==> src/rtl/tetris_host_pkg.sv <==
// Shared types and widths for the TETRIS host sequencer.
//   host_state_t : sequencer states
//   piece_t      : one buffered piece command (tetromino, column)
package tetris_host_pkg;

  localparam int unsigned TET_W   = 3;
  localparam int unsigned POS_W   = 3;
  localparam int unsigned SCORE_W = 4;
  localparam int unsigned ROWS    = 12;
  localparam int unsigned COLS    = 6;
  localparam int unsigned BOARD_W = ROWS * COLS;

  typedef enum logic [2:0] {
    IDLE,
    ISSUE,
    WAIT,
    DONE,
    FLUSH
  } host_state_t;

  typedef struct packed {
    logic [TET_W-1:0] tetromino;
    logic [POS_W-1:0] position;
  } piece_t;

endpackage

==> src/rtl/tetris_host_if.sv <==
// Bus bundle between the host sequencer and its environment.
//   cmd_*   : upstream piece commands (valid/ready)
//   in_valid, tetrominoes, position : piece strobe towards the core
//   score_valid, fail, score, tetris_valid, tetris : core responses
//   res_*   : round result record (valid/ready)
//   proto_err : sticky protocol error
// master = host side, slave = environment side.
interface tetris_host_if;
  import tetris_host_pkg::*;

  logic               cmd_valid;
  logic               cmd_ready;
  logic [TET_W-1:0]   cmd_tetromino;
  logic [POS_W-1:0]   cmd_position;

  logic               in_valid;
  logic [TET_W-1:0]   tetrominoes;
  logic [POS_W-1:0]   position;

  logic               score_valid;
  logic               fail;
  logic [SCORE_W-1:0] score;
  logic               tetris_valid;
  logic [BOARD_W-1:0] tetris;

  logic               res_valid;
  logic               res_ready;
  logic [SCORE_W-1:0] res_score;
  logic               res_fail;
  logic               res_timeout;
  logic [4:0]         res_pieces;
  logic [BOARD_W-1:0] res_board;
  logic               proto_err;

  modport master (
    input  cmd_valid, cmd_tetromino, cmd_position,
    input  score_valid, fail, score, tetris_valid, tetris,
    input  res_ready,
    output cmd_ready, in_valid, tetrominoes, position,
    output res_valid, res_score, res_fail, res_timeout, res_pieces, res_board,
    output proto_err
  );

  modport slave (
    output cmd_valid, cmd_tetromino, cmd_position,
    output score_valid, fail, score, tetris_valid, tetris,
    output res_ready,
    input  cmd_ready, in_valid, tetrominoes, position,
    input  res_valid, res_score, res_fail, res_timeout, res_pieces, res_board,
    input  proto_err
  );

endinterface

==> src/rtl/tetris_cmd_fifo.sv <==
// Synchronous command FIFO of piece_t, no bypass.
//   clk, rst       : clock, synchronous active-high reset
//   push, wdata    : write (ignored when full)
//   pop            : read advance (ignored when empty)
//   rdata_c        : head entry
//   full_c, empty_c: occupancy flags
module tetris_cmd_fifo
  import tetris_host_pkg::*;
#(
  parameter int unsigned DEPTH = 4
) (
  input  logic   clk,
  input  logic   rst,
  input  logic   push,
  input  piece_t wdata,
  input  logic   pop,
  output piece_t rdata_c,
  output logic   full_c,
  output logic   empty_c
);

  localparam int unsigned AW = $clog2(DEPTH);

  piece_t        mem [DEPTH];
  logic [AW:0]   wr_ptr;
  logic [AW:0]   rd_ptr;

  // Extra MSB tells a wrapped (full) pointer pair from an equal (empty) one.
  assign empty_c = (wr_ptr == rd_ptr);
  assign full_c  = (wr_ptr[AW] != rd_ptr[AW]) && (wr_ptr[AW-1:0] == rd_ptr[AW-1:0]);
  assign rdata_c = mem[rd_ptr[AW-1:0]];

  always_ff @(posedge clk) begin
    if (rst) begin
      wr_ptr <= '0;
      rd_ptr <= '0;
    end else begin
      if (push && !full_c) begin
        mem[wr_ptr[AW-1:0]] <= wdata;
        wr_ptr              <= wr_ptr + (AW+1)'(1);
      end
      if (pop && !empty_c) begin
        rd_ptr <= rd_ptr + (AW+1)'(1);
      end
    end
  end

endmodule

==> src/rtl/tetris_host.sv <==
// Host-side sequencer for the TETRIS core: buffers piece commands, issues
// them one at a time, waits (bounded) for each score, and packages each
// round as one result record.
//   clk, rst : clock, synchronous active-high reset
//   bus      : tetris_host_if.master (command, core and result channels)
module tetris_host
  import tetris_host_pkg::*;
#(
  parameter int unsigned FIFO_DEPTH       = 4,
  parameter int unsigned PIECES_PER_ROUND = 16,
  parameter int unsigned TIMEOUT          = 1023
) (
  input  logic          clk,
  input  logic          rst,
  tetris_host_if.master bus
);

  localparam int unsigned CNT_W  = 5;
  localparam int unsigned WAIT_W = $clog2(TIMEOUT + 1);
  localparam logic [CNT_W-1:0]  PPR       = CNT_W'(PIECES_PER_ROUND);
  localparam logic [WAIT_W-1:0] WAIT_LAST = WAIT_W'(TIMEOUT - 1);

  host_state_t        state, state_next;
  logic               in_valid, in_valid_next;
  logic [TET_W-1:0]   tet, tet_next;
  logic [POS_W-1:0]   pos, pos_next;
  logic [CNT_W-1:0]   piece_cnt, piece_cnt_next;
  logic [CNT_W-1:0]   flush_cnt, flush_cnt_next;
  logic [WAIT_W-1:0]  wait_cnt, wait_cnt_next;
  logic               res_valid, res_valid_next;
  logic [SCORE_W-1:0] res_score, res_score_next;
  logic               res_fail, res_fail_next;
  logic               res_timeout, res_timeout_next;
  logic [BOARD_W-1:0] res_board, res_board_next;
  logic               proto_err, proto_err_next;

  logic   pop_c;
  logic   full_c;
  logic   empty_c;
  piece_t head_c;
  piece_t cmd_c;

  assign cmd_c = '{tetromino: bus.cmd_tetromino, position: bus.cmd_position};

  tetris_cmd_fifo #(
    .DEPTH (FIFO_DEPTH)
  ) u_fifo (
    .clk     (clk),
    .rst     (rst),
    .push    (bus.cmd_valid),
    .wdata   (cmd_c),
    .pop     (pop_c),
    .rdata_c (head_c),
    .full_c  (full_c),
    .empty_c (empty_c)
  );

  // State and datapath registers.
  always_ff @(posedge clk) begin
    if (rst) begin
      state       <= IDLE;
      in_valid    <= 1'b0;
      tet         <= '0;
      pos         <= '0;
      piece_cnt   <= '0;
      flush_cnt   <= '0;
      wait_cnt    <= '0;
      res_valid   <= 1'b0;
      res_score   <= '0;
      res_fail    <= 1'b0;
      res_timeout <= 1'b0;
      res_board   <= '0;
      proto_err   <= 1'b0;
    end else begin
      state       <= state_next;
      in_valid    <= in_valid_next;
      tet         <= tet_next;
      pos         <= pos_next;
      piece_cnt   <= piece_cnt_next;
      flush_cnt   <= flush_cnt_next;
      wait_cnt    <= wait_cnt_next;
      res_valid   <= res_valid_next;
      res_score   <= res_score_next;
      res_fail    <= res_fail_next;
      res_timeout <= res_timeout_next;
      res_board   <= res_board_next;
      proto_err   <= proto_err_next;
    end
  end

  // Next-state and next-output logic.
  always_comb begin
    state_next       = state;
    in_valid_next    = 1'b0;
    tet_next         = '0;
    pos_next         = '0;
    piece_cnt_next   = piece_cnt;
    flush_cnt_next   = flush_cnt;
    wait_cnt_next    = wait_cnt;
    res_valid_next   = res_valid;
    res_score_next   = res_score;
    res_fail_next    = res_fail;
    res_timeout_next = res_timeout;
    res_board_next   = res_board;
    proto_err_next   = proto_err;
    pop_c            = 1'b0;

    // Core strobes are only meaningful while a piece is outstanding.
    if ((bus.score_valid || bus.tetris_valid) && (state != WAIT)) begin
      proto_err_next = 1'b1;
    end

    case (state)
      IDLE: begin
        if (!empty_c) begin
          state_next = ISSUE;
        end
      end

      ISSUE: begin
        in_valid_next = 1'b1;
        tet_next      = head_c.tetromino;
        pos_next      = head_c.position;
        pop_c         = 1'b1;
        if (piece_cnt != PPR) begin
          piece_cnt_next = piece_cnt + CNT_W'(1);
        end
        wait_cnt_next = '0;
        state_next    = WAIT;
      end

      WAIT: begin
        wait_cnt_next = wait_cnt + WAIT_W'(1);
        if (bus.score_valid) begin
          res_score_next = bus.score;
          res_fail_next  = bus.fail;
          if (bus.tetris_valid) begin
            res_board_next = bus.tetris;
          end
          // A round-ending response must carry the final board.
          if ((bus.fail || (piece_cnt == PPR)) && !bus.tetris_valid) begin
            proto_err_next = 1'b1;
          end
          if (bus.fail) begin
            state_next     = DONE;
            res_valid_next = 1'b1;
            flush_cnt_next = PPR - piece_cnt;
          end else if (piece_cnt == PPR) begin
            state_next     = DONE;
            res_valid_next = 1'b1;
            flush_cnt_next = '0;
          end else begin
            state_next = IDLE;
          end
        end else if (wait_cnt == WAIT_LAST) begin
          state_next       = DONE;
          res_valid_next   = 1'b1;
          res_timeout_next = 1'b1;
          res_board_next   = '0;
          flush_cnt_next   = PPR - piece_cnt;
        end
      end

      DONE: begin
        if (bus.res_ready) begin
          res_valid_next   = 1'b0;
          piece_cnt_next   = '0;
          res_fail_next    = 1'b0;
          res_timeout_next = 1'b0;
          state_next       = (flush_cnt != '0) ? FLUSH : IDLE;
        end
      end

      FLUSH: begin
        // Discard the unissued remainder of an aborted round.
        if (flush_cnt == '0) begin
          state_next = IDLE;
        end else if (!empty_c) begin
          pop_c          = 1'b1;
          flush_cnt_next = flush_cnt - CNT_W'(1);
        end
      end

      default: begin
        state_next = IDLE;
      end
    endcase
  end

  assign bus.cmd_ready   = !full_c;
  assign bus.in_valid    = in_valid;
  assign bus.tetrominoes = tet;
  assign bus.position    = pos;
  assign bus.res_valid   = res_valid;
  assign bus.res_score   = res_score;
  assign bus.res_fail    = res_fail;
  assign bus.res_timeout = res_timeout;
  assign bus.res_pieces  = piece_cnt;
  assign bus.res_board   = res_board;
  assign bus.proto_err   = proto_err;

endmodule

==> src/flat_wrapper.sv <==
// flat-port wrapper written by rule: the top's interface ports become plain ports
module tetris_host_flat import tetris_host_pkg::*;
#(
  parameter int unsigned FIFO_DEPTH       = 4,
  parameter int unsigned PIECES_PER_ROUND = 16,
  parameter int unsigned TIMEOUT          = 1023
)
  (clk, rst, bus_cmd_valid, bus_cmd_tetromino, bus_cmd_position, bus_score_valid, bus_fail, bus_score, bus_tetris_valid, bus_tetris, bus_res_ready, bus_cmd_ready, bus_in_valid, bus_tetrominoes, bus_position, bus_res_valid, bus_res_score, bus_res_fail, bus_res_timeout, bus_res_pieces, bus_res_board, bus_proto_err);
  tetris_host_if bus_i ();
  input  logic clk;
  input  logic rst;
  input wire logic [$bits(bus_i.cmd_valid)-1:0] bus_cmd_valid;
  input wire logic [$bits(bus_i.cmd_tetromino)-1:0] bus_cmd_tetromino;
  input wire logic [$bits(bus_i.cmd_position)-1:0] bus_cmd_position;
  input wire logic [$bits(bus_i.score_valid)-1:0] bus_score_valid;
  input wire logic [$bits(bus_i.fail)-1:0] bus_fail;
  input wire logic [$bits(bus_i.score)-1:0] bus_score;
  input wire logic [$bits(bus_i.tetris_valid)-1:0] bus_tetris_valid;
  input wire logic [$bits(bus_i.tetris)-1:0] bus_tetris;
  input wire logic [$bits(bus_i.res_ready)-1:0] bus_res_ready;
  output wire logic [$bits(bus_i.cmd_ready)-1:0] bus_cmd_ready;
  output wire logic [$bits(bus_i.in_valid)-1:0] bus_in_valid;
  output wire logic [$bits(bus_i.tetrominoes)-1:0] bus_tetrominoes;
  output wire logic [$bits(bus_i.position)-1:0] bus_position;
  output wire logic [$bits(bus_i.res_valid)-1:0] bus_res_valid;
  output wire logic [$bits(bus_i.res_score)-1:0] bus_res_score;
  output wire logic [$bits(bus_i.res_fail)-1:0] bus_res_fail;
  output wire logic [$bits(bus_i.res_timeout)-1:0] bus_res_timeout;
  output wire logic [$bits(bus_i.res_pieces)-1:0] bus_res_pieces;
  output wire logic [$bits(bus_i.res_board)-1:0] bus_res_board;
  output wire logic [$bits(bus_i.proto_err)-1:0] bus_proto_err;
  assign bus_i.cmd_valid = bus_cmd_valid;
  assign bus_i.cmd_tetromino = bus_cmd_tetromino;
  assign bus_i.cmd_position = bus_cmd_position;
  assign bus_i.score_valid = bus_score_valid;
  assign bus_i.fail = bus_fail;
  assign bus_i.score = bus_score;
  assign bus_i.tetris_valid = bus_tetris_valid;
  assign bus_i.tetris = bus_tetris;
  assign bus_i.res_ready = bus_res_ready;
  assign bus_cmd_ready = bus_i.cmd_ready;
  assign bus_in_valid = bus_i.in_valid;
  assign bus_tetrominoes = bus_i.tetrominoes;
  assign bus_position = bus_i.position;
  assign bus_res_valid = bus_i.res_valid;
  assign bus_res_score = bus_i.res_score;
  assign bus_res_fail = bus_i.res_fail;
  assign bus_res_timeout = bus_i.res_timeout;
  assign bus_res_pieces = bus_i.res_pieces;
  assign bus_res_board = bus_i.res_board;
  assign bus_proto_err = bus_i.proto_err;
  tetris_host #(.FIFO_DEPTH(FIFO_DEPTH), .PIECES_PER_ROUND(PIECES_PER_ROUND), .TIMEOUT(TIMEOUT)) u_core (.clk(clk), .rst(rst), .bus(bus_i));
endmodule
==> config.mk <==
export PLATFORM = sky130hd
export DESIGN_NAME = tetris_host_flat
export DESIGN_NICKNAME = d
export VERILOG_FILES = /design/src/rtl/tetris_host_pkg.sv /design/src/rtl/tetris_host_if.sv /design/src/rtl/tetris_cmd_fifo.sv /design/src/rtl/tetris_host.sv /design/src/flat_wrapper.sv
export SDC_FILE = /design/constraint.sdc
export NUM_CORES = 1
export LEC_CHECK = 0
export BUFFER_PORTS_ARGS = -buffer_cell sky130_fd_sc_hd__buf_2
export CAP_MARGIN = 20
export CORE_ASPECT_RATIO = 0.7
export CORE_MARGIN = 2
export CORE_UTILIZATION = 50
export DETAILED_ROUTE_END_ITERATION = 10
export PLACE_DENSITY = 0.77
export SLEW_MARGIN = 40
export SYNTH_ARGS = -nofsm -noshare
export SYNTH_HDL_FRONTEND = slang
export SYNTH_SLANG_ARGS = --single-unit
export TNS_END_PERCENT = 5
==> constraint.sdc <==
create_clock -name clk -period 2.6 [get_ports clk]
set_input_delay 0.52 -clock clk [delete_from_list [all_inputs] [get_ports clk]]
set_output_delay 0.52 -clock clk [all_outputs]
set_load 0.03 [all_outputs]
==> results.md, run 1 <==
* DP HPWL at around 8.9 mm
* Tightest Pin Transition at approximately 0.8 ns
* Share of Yosys cell area claimed by the top area cell type at 0.425
* Vias per std cell at ~5.4
* Worst path bufs/invs at 1
* Initial core utilization at 0.522
* Synthesized cell area at between 5000 and 6000 um2
* Post-synthesis sequential element count at 140
* Cells after Synth at 462
* Arr. time, crit path at 2.66 ns
* Congestion Overflow GR at 0
* Leading register cell type out of synthesis: sky130_fd_sc_hd__dfxtp_1
* Number of hold-slack violations in the final timing report at 0
* Count of max-cap constraint violations at 0
* Slowest-stage cell, CP: sky130_fd_sc_hd__a211oi_4
* Standard-cell rows at 31
* Syn_nets at 562
* Final GP Congestion at 0.837
* Initial antenna violation count at 0
* Library cell used as clock root buffer: sky130_fd_sc_hd__clkbuf_16
* Final-report max-slew violation count at 0
* Antenna cell count at 0
* Total of hold buffers inserted after clock tree synthesis at 0
* Cell Chain, Critical Path: or3b_4 > nor2_2 > a211oi_4 > buf_12 > a22o_1
* Maximum number of buffers from clock root to sink at 2
* Die width at 129 um
* Routed wire length at approximately 12 mm
* Post-CTS Resized at 0
* Clock latency reported for the late side of the worst-skew pair at 0.41 ns
* Setup_tns at 0 ns
* Final critical-path share of the clock period at 0.888
* Layout Skew at 0.00962 ns
* Number of search-and-repair iterations in the first detailed-routing pass at 4
* Peak fanout along the critical path at 55
* Post-route insts no fill at a little under 800
* Pwr per Cell Area at 838 nW/um2
* Clock slew at reported path FFs at roughly 0.060 ns
* Total number of H-tree levels at 4
* Worst Setup End Kind: flop
* RSZ-0062 raised after global routing: no
* Total die area at 11800 um2
* Leakage power summed over all cells at about 3.1 nW
* Required time of the critical path at 2.95 ns
* Fin crit period at approximately 2.3 ns
* Layout overhead on the synthesized area at 28.3%
* Fraction of synthesis flops using an asynchronous set or reset pin at 0
* Placed cell count at 756
* Number of nets in the finished design at 743
* Cell taking the most area after synthesis: sky130_fd_sc_hd__dfxtp_1
* Height of the chip at roughly 91 um
* Fmax at 433 MHz
* DR WL/cell at ~16 um
* Largest cells by area after synthesis: sky130_fd_sc_hd__dfxtp_1 43%, sky130_fd_sc_hd__edfxtp_1 13%, sky130_fd_sc_hd__a22o_1 12%, sky130_fd_sc_hd__buf_6 2.9%, sky130_fd_sc_hd__ha_1 2.5%
* Cell family with the largest share of critical-path delay: compound AO/OA/AOI/OAI gates
* Core region area at 10500 um2
* Number of global-route vias before repair at ~4k
* Relative max-transition margin at 0.467
* Post-synth EDFFs at 24
* Category of the most critical setup path: flop to flop
* Count of nets left with antenna violations after detail routing at 0
* Portion of the post-synthesis area used by sequential elements at 0.557
* Total clock buffers created by CTS at 17
* Kind of start point of the critical path: flop
* Class of the most critical hold timing path: primary input to flop
* Mapped Avg Cell Area at 11.8 um2
* Share of cells above drive strength 1 at 0.364
* Total number of vias at 4281
* Maximum number of pins on one net before global-route repair at 73
* Synth cell types at 60
* DRC at 0
* VDD IR max at between 400 and 500 uV
* Top Ports at approximately 180
* Count of final setup violators at 0
* Run status: complete, no violations
* TritonCTS Sinks at 140
* Count of input and output buffers at about 180
* Worst stage delay on the critical path at just over 0.7 ns
* Wire length of the first global-routing pass at 19.4 mm
* CTS tree: built
* Synth warnings at 0
* Violation count after the first detailed-route iteration at between 200 and 300
* Post-CTS setup buffer count at 0
* Overall global routing resource usage at 0.209
-- worst register-to-register path: stages (launching register included) --
cell,delay (ns)
sky130_fd_sc_hd__dfxtp_1,0.56
sky130_fd_sc_hd__or3b_4,0.31
sky130_fd_sc_hd__nor2_2,0.12
sky130_fd_sc_hd__a211oi_4,0.72
sky130_fd_sc_hd__buf_12,0.32
sky130_fd_sc_hd__a22o_1,0.22
-- cell usage after synthesis (all sizes together) (3+ instances only) --
master    n
nand2    17
edfxtp   24
o31ai     3
mux4      6
o21bai    4
o311ai    3
a22o     72
a21oi    21
inv       7
o21ai     8
a31oi     3
buf      20
mux2i     6
nand2b   10
ha       11
and2     13
or4       3
nor3b     6
nor2     33
dfxtp   116
a311oi    3
mux2      3
clkbuf    9
or3b      3
xnor2     6
nor3      4
nand3    11
xor2      6
-- through the flow --
stage               total power, mW  hold slack, ns  area [um2]   util  setup WS, ns
floorplan                      3.23           0.449        5460      -         0.266
global placement               3.49           0.445        6420  0.613         0.285
detailed placement             3.53           0.453        6420  0.613         0.200
CTS                            5.92           0.303        7010  0.669         0.293
global route                   6.13           0.303        7010  0.669         0.107
finish                         5.88           0.319        7010  0.669         0.290
-- cells by family (layout without fill, tap and decap cells) --
logic type | after synthesis | in the layout | synth area share
XOR/XNOR | 12 | 12 | 0.0192
adder cells (fa/ha/maj) | 11 | 11 | 0.0252
flip-flops | 140 | 140 | 0.557
AND/OR/NAND/NOR | 116 | 116 | 0.121
buffers and inverters | 37 | 231 | 0.0465
AO/OA/AOI/OAI | 131 | 131 | 0.190
multiplexers | 15 | 15 | 0.0419
-- final timing paths --
path                                start                       end  slack, ns  cells after the start
hold reg to reg   u_core.bus.res_score[0]   u_core.bus.res_score[0]       0.46                      2
setup reg to reg          u_core.state[0]  u_core.bus.res_board[41]       0.29                      5
hold / removal             bus_tetris[61]  u_core.bus.res_board[61]       0.32                      2
setup / recovery          u_core.state[0]  u_core.bus.res_board[41]       0.29                      5
-- flip-flops by register name (all words and copies together), names as in the netlist, 3 cells and up --
signal	flops
u_core.u_fifo.rd_ptr	3
u_core.bus.res_pieces	5
u_core.u_fifo.mem	24
u_core.bus.res_score	4
u_core.flush_cnt	5
u_core.u_fifo.wr_ptr	3
u_core.bus.res_board	72
u_core.bus.tetrominoes	3
u_core.wait_cnt	10
u_core.bus.position	3
u_core.state	3
-- where the power goes --
part,internal (mW),total [mW],switching (mW)
clock network,1.47,2.38,0.912
registers,2.33,2.45,0.112
logic,0.403,1.05,0.644
-- metal layers --
metal	vias up	wire length (um)	GRT usage
met5	-	0	0
met4	0	139	0.0833
met3	13	723	0.0466
met2	135	6030	0.343
met1	2042	5510	0.268
li1	2091	-	-
-- final cells by class --
class / count / area, um2
Fill cell: 791 / 3460
Sequential cell: 140 / 3040
Multi-Input combinational cell: 285 / 2170
Timing Repair Buffer: 191 / 1010
Clock buffer: 20 / 457
Tap cell: 132 / 165
Clock inverter: 12 / 136
Inverter: 8 / 30.0
-- cells in the final DEF, fill, tap and decap left out, types with 11 or more instances in the layout --
| master | n |
|---|---|
| sky130_fd_sc_hd__buf_2 | 181 |
| sky130_fd_sc_hd__dfxtp_1 | 116 |
| sky130_fd_sc_hd__a22o_1 | 72 |
| sky130_fd_sc_hd__nor2_1 | 32 |
| sky130_fd_sc_hd__edfxtp_1 | 24 |
| sky130_fd_sc_hd__a21oi_1 | 21 |
| sky130_fd_sc_hd__clkbuf_16 | 17 |
| sky130_fd_sc_hd__nand2_1 | 16 |
| sky130_fd_sc_hd__and2_1 | 13 |
| sky130_fd_sc_hd__nand3_1 | 11 |
| sky130_fd_sc_hd__ha_1 | 11 |
Note: power is estimated with default switching activity, not from simulation.
==> run 2: changes to the inputs <==
--- a/config.mk
+++ b/config.mk
@@ -12,6 +12,7 @@
 export CORE_UTILIZATION = 50
 export DETAILED_ROUTE_END_ITERATION = 10
 export PLACE_DENSITY = 0.77
+export REMOVE_ABC_BUFFERS = 1
 export SLEW_MARGIN = 40
 export SYNTH_ARGS = -nofsm -noshare
 export SYNTH_HDL_FRONTEND = slang
==> run 2 against run 1 <==
  * Sequential share of layout area is 0.054 points higher
  * Clock skew is 0.0028 ns higher
  * Routed wire length is 7.6% higher
  * Sequential power hardly changed
  * Count of clock-buffer cells in the layout is 4 higher
  * Critical path depth is 3 higher
  * Utilization is 0.084 points lower
  * Non-clock buffer count stayed put
  * Via count is 1.3% higher
  * Critical path type unchanged
  * First-iteration DRC count is 20% higher
  * Largest cell class unchanged
  * Sequential cell count stayed put
==> results.md, run 2 (synthesis gave the netlist of run 1 again) <==
* Commonest cells after routing, fill and taps aside: 181 x sky130_fd_sc_hd__buf_2, 116 x sky130_fd_sc_hd__dfxtp_1, 72 x sky130_fd_sc_hd__a22o_1, 32 x sky130_fd_sc_hd__nor2_1, 24 x sky130_fd_sc_hd__edfxtp_1
* RSZ-0062 raised after global routing: no
* TritonCTS Sinks at 140
* Relative max-transition margin at 0.489
* Layout overhead on the synthesized area at 28.1%
* Overall global routing resource usage at 0.230
* Register with the most flip-flops: u_core.bus.res_board
* Worst stage delay on the critical path at 0.46 ns
* Run status: complete, no violations
* Initial antenna violation count at 0
* Routed wire length at 13.4 mm
* Count of max-cap constraint violations at 0
* Kind of start point of the critical path: flop
* Maximum number of pins on one net before global-route repair at 73
* Total clock buffers created by CTS at 17
* Fmax at 454 MHz
* Internal power consumption at 4.20 mW
* DR WL/cell at 16.9 um
* Wire length of the first global-routing pass at approximately 21 mm
* Worst path bufs/invs at 1
* Comb pwr share at 0.181
* Post-CTS Resized at 0
* Cell Chain, Critical Path: inv_1 > ha_1 > nor3b_1 > ha_1 > nor3b_1 > nor2_1 > a22oi_2 > mux2_1
* Slowest-stage cell, CP: sky130_fd_sc_hd__dfxtp_1
* Peak fanout along the critical path at 9
* Most common library cell in the layout ignoring fill and taps: sky130_fd_sc_hd__buf_2
* Switching Share at 0.281
* Final-report max-slew violation count at 0
* Class of the most critical hold timing path: primary input to flop
* Number of search-and-repair iterations in the first detailed-routing pass at 5
* Worst Setup Slack, final at around 0.40 ns
* Fin crit period at 2.20 ns
* Library cell used as clock root buffer: sky130_fd_sc_hd__clkbuf_16
* Destination of the worst hold path: u_core.bus.res_board[54]
* Clock group share of total power at 0.400
* Number of nets in the finished design at 743
* Antenna cell count at 0
* Final GP Congestion at 0.845
* Total die area at approximately 12000 um2
* Pwr per Cell Area at 834 nW/um2
* DP HPWL at about 9.9 mm
* Worst reg2reg path depth at 8
* Maximum number of buffers from clock root to sink at 2
* Top Ports at 182
* Congestion Overflow GR at 0
* Die width at approximately 130 um
* Startpoint of the most critical hold path: bus_tetris[54]
* Post-CTS setup buffer count at 0
* Tightest Pin Transition at 0.764 ns
* Clock slew at reported path FFs at ~0.06 ns
* Violation count after the first detailed-route iteration at 300
* Category of the most critical setup path: flop to flop
* Initial core utilization at 0.522
* Layout Skew at 0.0124 ns
* Pre-CTS WS at 0.301 ns
* Height of the chip at 91.5 um
* Arr. time, crit path at 2.49 ns
* Share of cells above drive strength 1 at 0.361
* Portion of total power attributed to sequential cells at 0.419
* Number of global-route vias before repair at between 4k and 5k
* Min-Delay Path Depth at 2
* Worst hold slack at 0.319 ns
* Total of hold buffers inserted after clock tree synthesis at 0
* Clock latency reported for the late side of the worst-skew pair at 0.41 ns
* Critical R2R Launch: u_core.bus.res_pieces[0]
* Register-to-Register Setup Slack at 0.40 ns
* Setup_tns at 0 ns
* Final core occ at 0.668
* Count of final setup violators at 0
* Total number of vias at 4338
* Standard-cell rows at 31
* DRC at 0
* Flip-flop count of the largest register, all copies and words added at 72
* VDD IR max at between 600 and 700 uV
* Required time of the critical path at 2.89 ns
* Critical register-to-register path endpoint: u_core.flush_cnt[0]
* Count of nets left with antenna violations after detail routing at 0
* Final critical-path share of the clock period at 0.847
* Net switching component of the power at 1.64 mW
* Cell family with the largest share of critical-path delay: simple AND/OR/NAND/NOR gates
* Leakage power summed over all cells at 3.13 nW
* CTS tree: built
* Number of hold-slack violations in the final timing report at 0
* Core region area at 10500 um2
* Total number of H-tree levels at 4
* Vias per std cell at 5.51
* Count of input and output buffers at 181
* Worst Setup End Kind: flop
==> run 2: cell count changes in the layout (fill, tap and decap cells not counted), sizes merged <==
cell / delta
bufinv: -1
clkinv: -1
clkbuf: +4
clkinvlp: -1
inv: -1
==> run 2: worst max-delay path by stage <==
stage	from	end	slack [ns]	cells after the start
finish	u_core.bus.res_pieces[0]	u_core.flush_cnt[0]	0.40	8
global route	u_core.bus.res_pieces[0]	u_core.flush_cnt[2]	0.23	9
CTS	u_core.bus.res_pieces[0]	u_core.flush_cnt[0]	0.38	8
detailed placement	bus_score_valid	u_core.bus.res_board[60]	0.30	6
global placement	bus_score_valid	u_core.bus.res_board[29]	0.39	6
floorplan	u_core.state[1]	u_core.bus.res_board[0]	-2.80	4
==> run 2: power groups by stage <==
stage | registers, mW | logic, mW | clock network (mW)
final | 2.45 | 1.06 | 2.34
after global placement | 2.48 | 1.02 | 0
after CTS | 2.44 | 1.06 | 2.37
after floorplan | 2.66 | 0.512 | 0
after global routing | 2.46 | 1.14 | 2.47
after detailed placement | 2.49 | 1.06 | 0
==> run 2: cell type report <==
type                       instances  area (um2)
clock inverter                     8        81.3
tap                              132         165
inverter                           8        30.0
clock buffer                      24         503
fill                             786        3470
multi-input combinational        285        2170
sequential                       140        3040
timing repair buffer             191        1010
==> run 2: layer usage <==
layer,GRT usage,routed length (um),vias up
met5,0,0,-
met1,0.304,6030,2077
li1,-,-,2090
met2,0.364,6450,155
met4,0.0942,170,0
met3,0.0548,708,16
==> run 2: through the flow <==
| step | power (mW) | instance area (um2) | cells |
|---|---|---|---|
| finish | 5.84 | 7000 | 788 |
| global route | 6.07 | 7000 | 788 |
| CTS | 5.87 | 7000 | 788 |
| detailed placement | 3.54 | 6420 | 756 |
| global placement | 3.50 | 6420 | 756 |
| floorplan | 3.17 | 5240 | 433 |
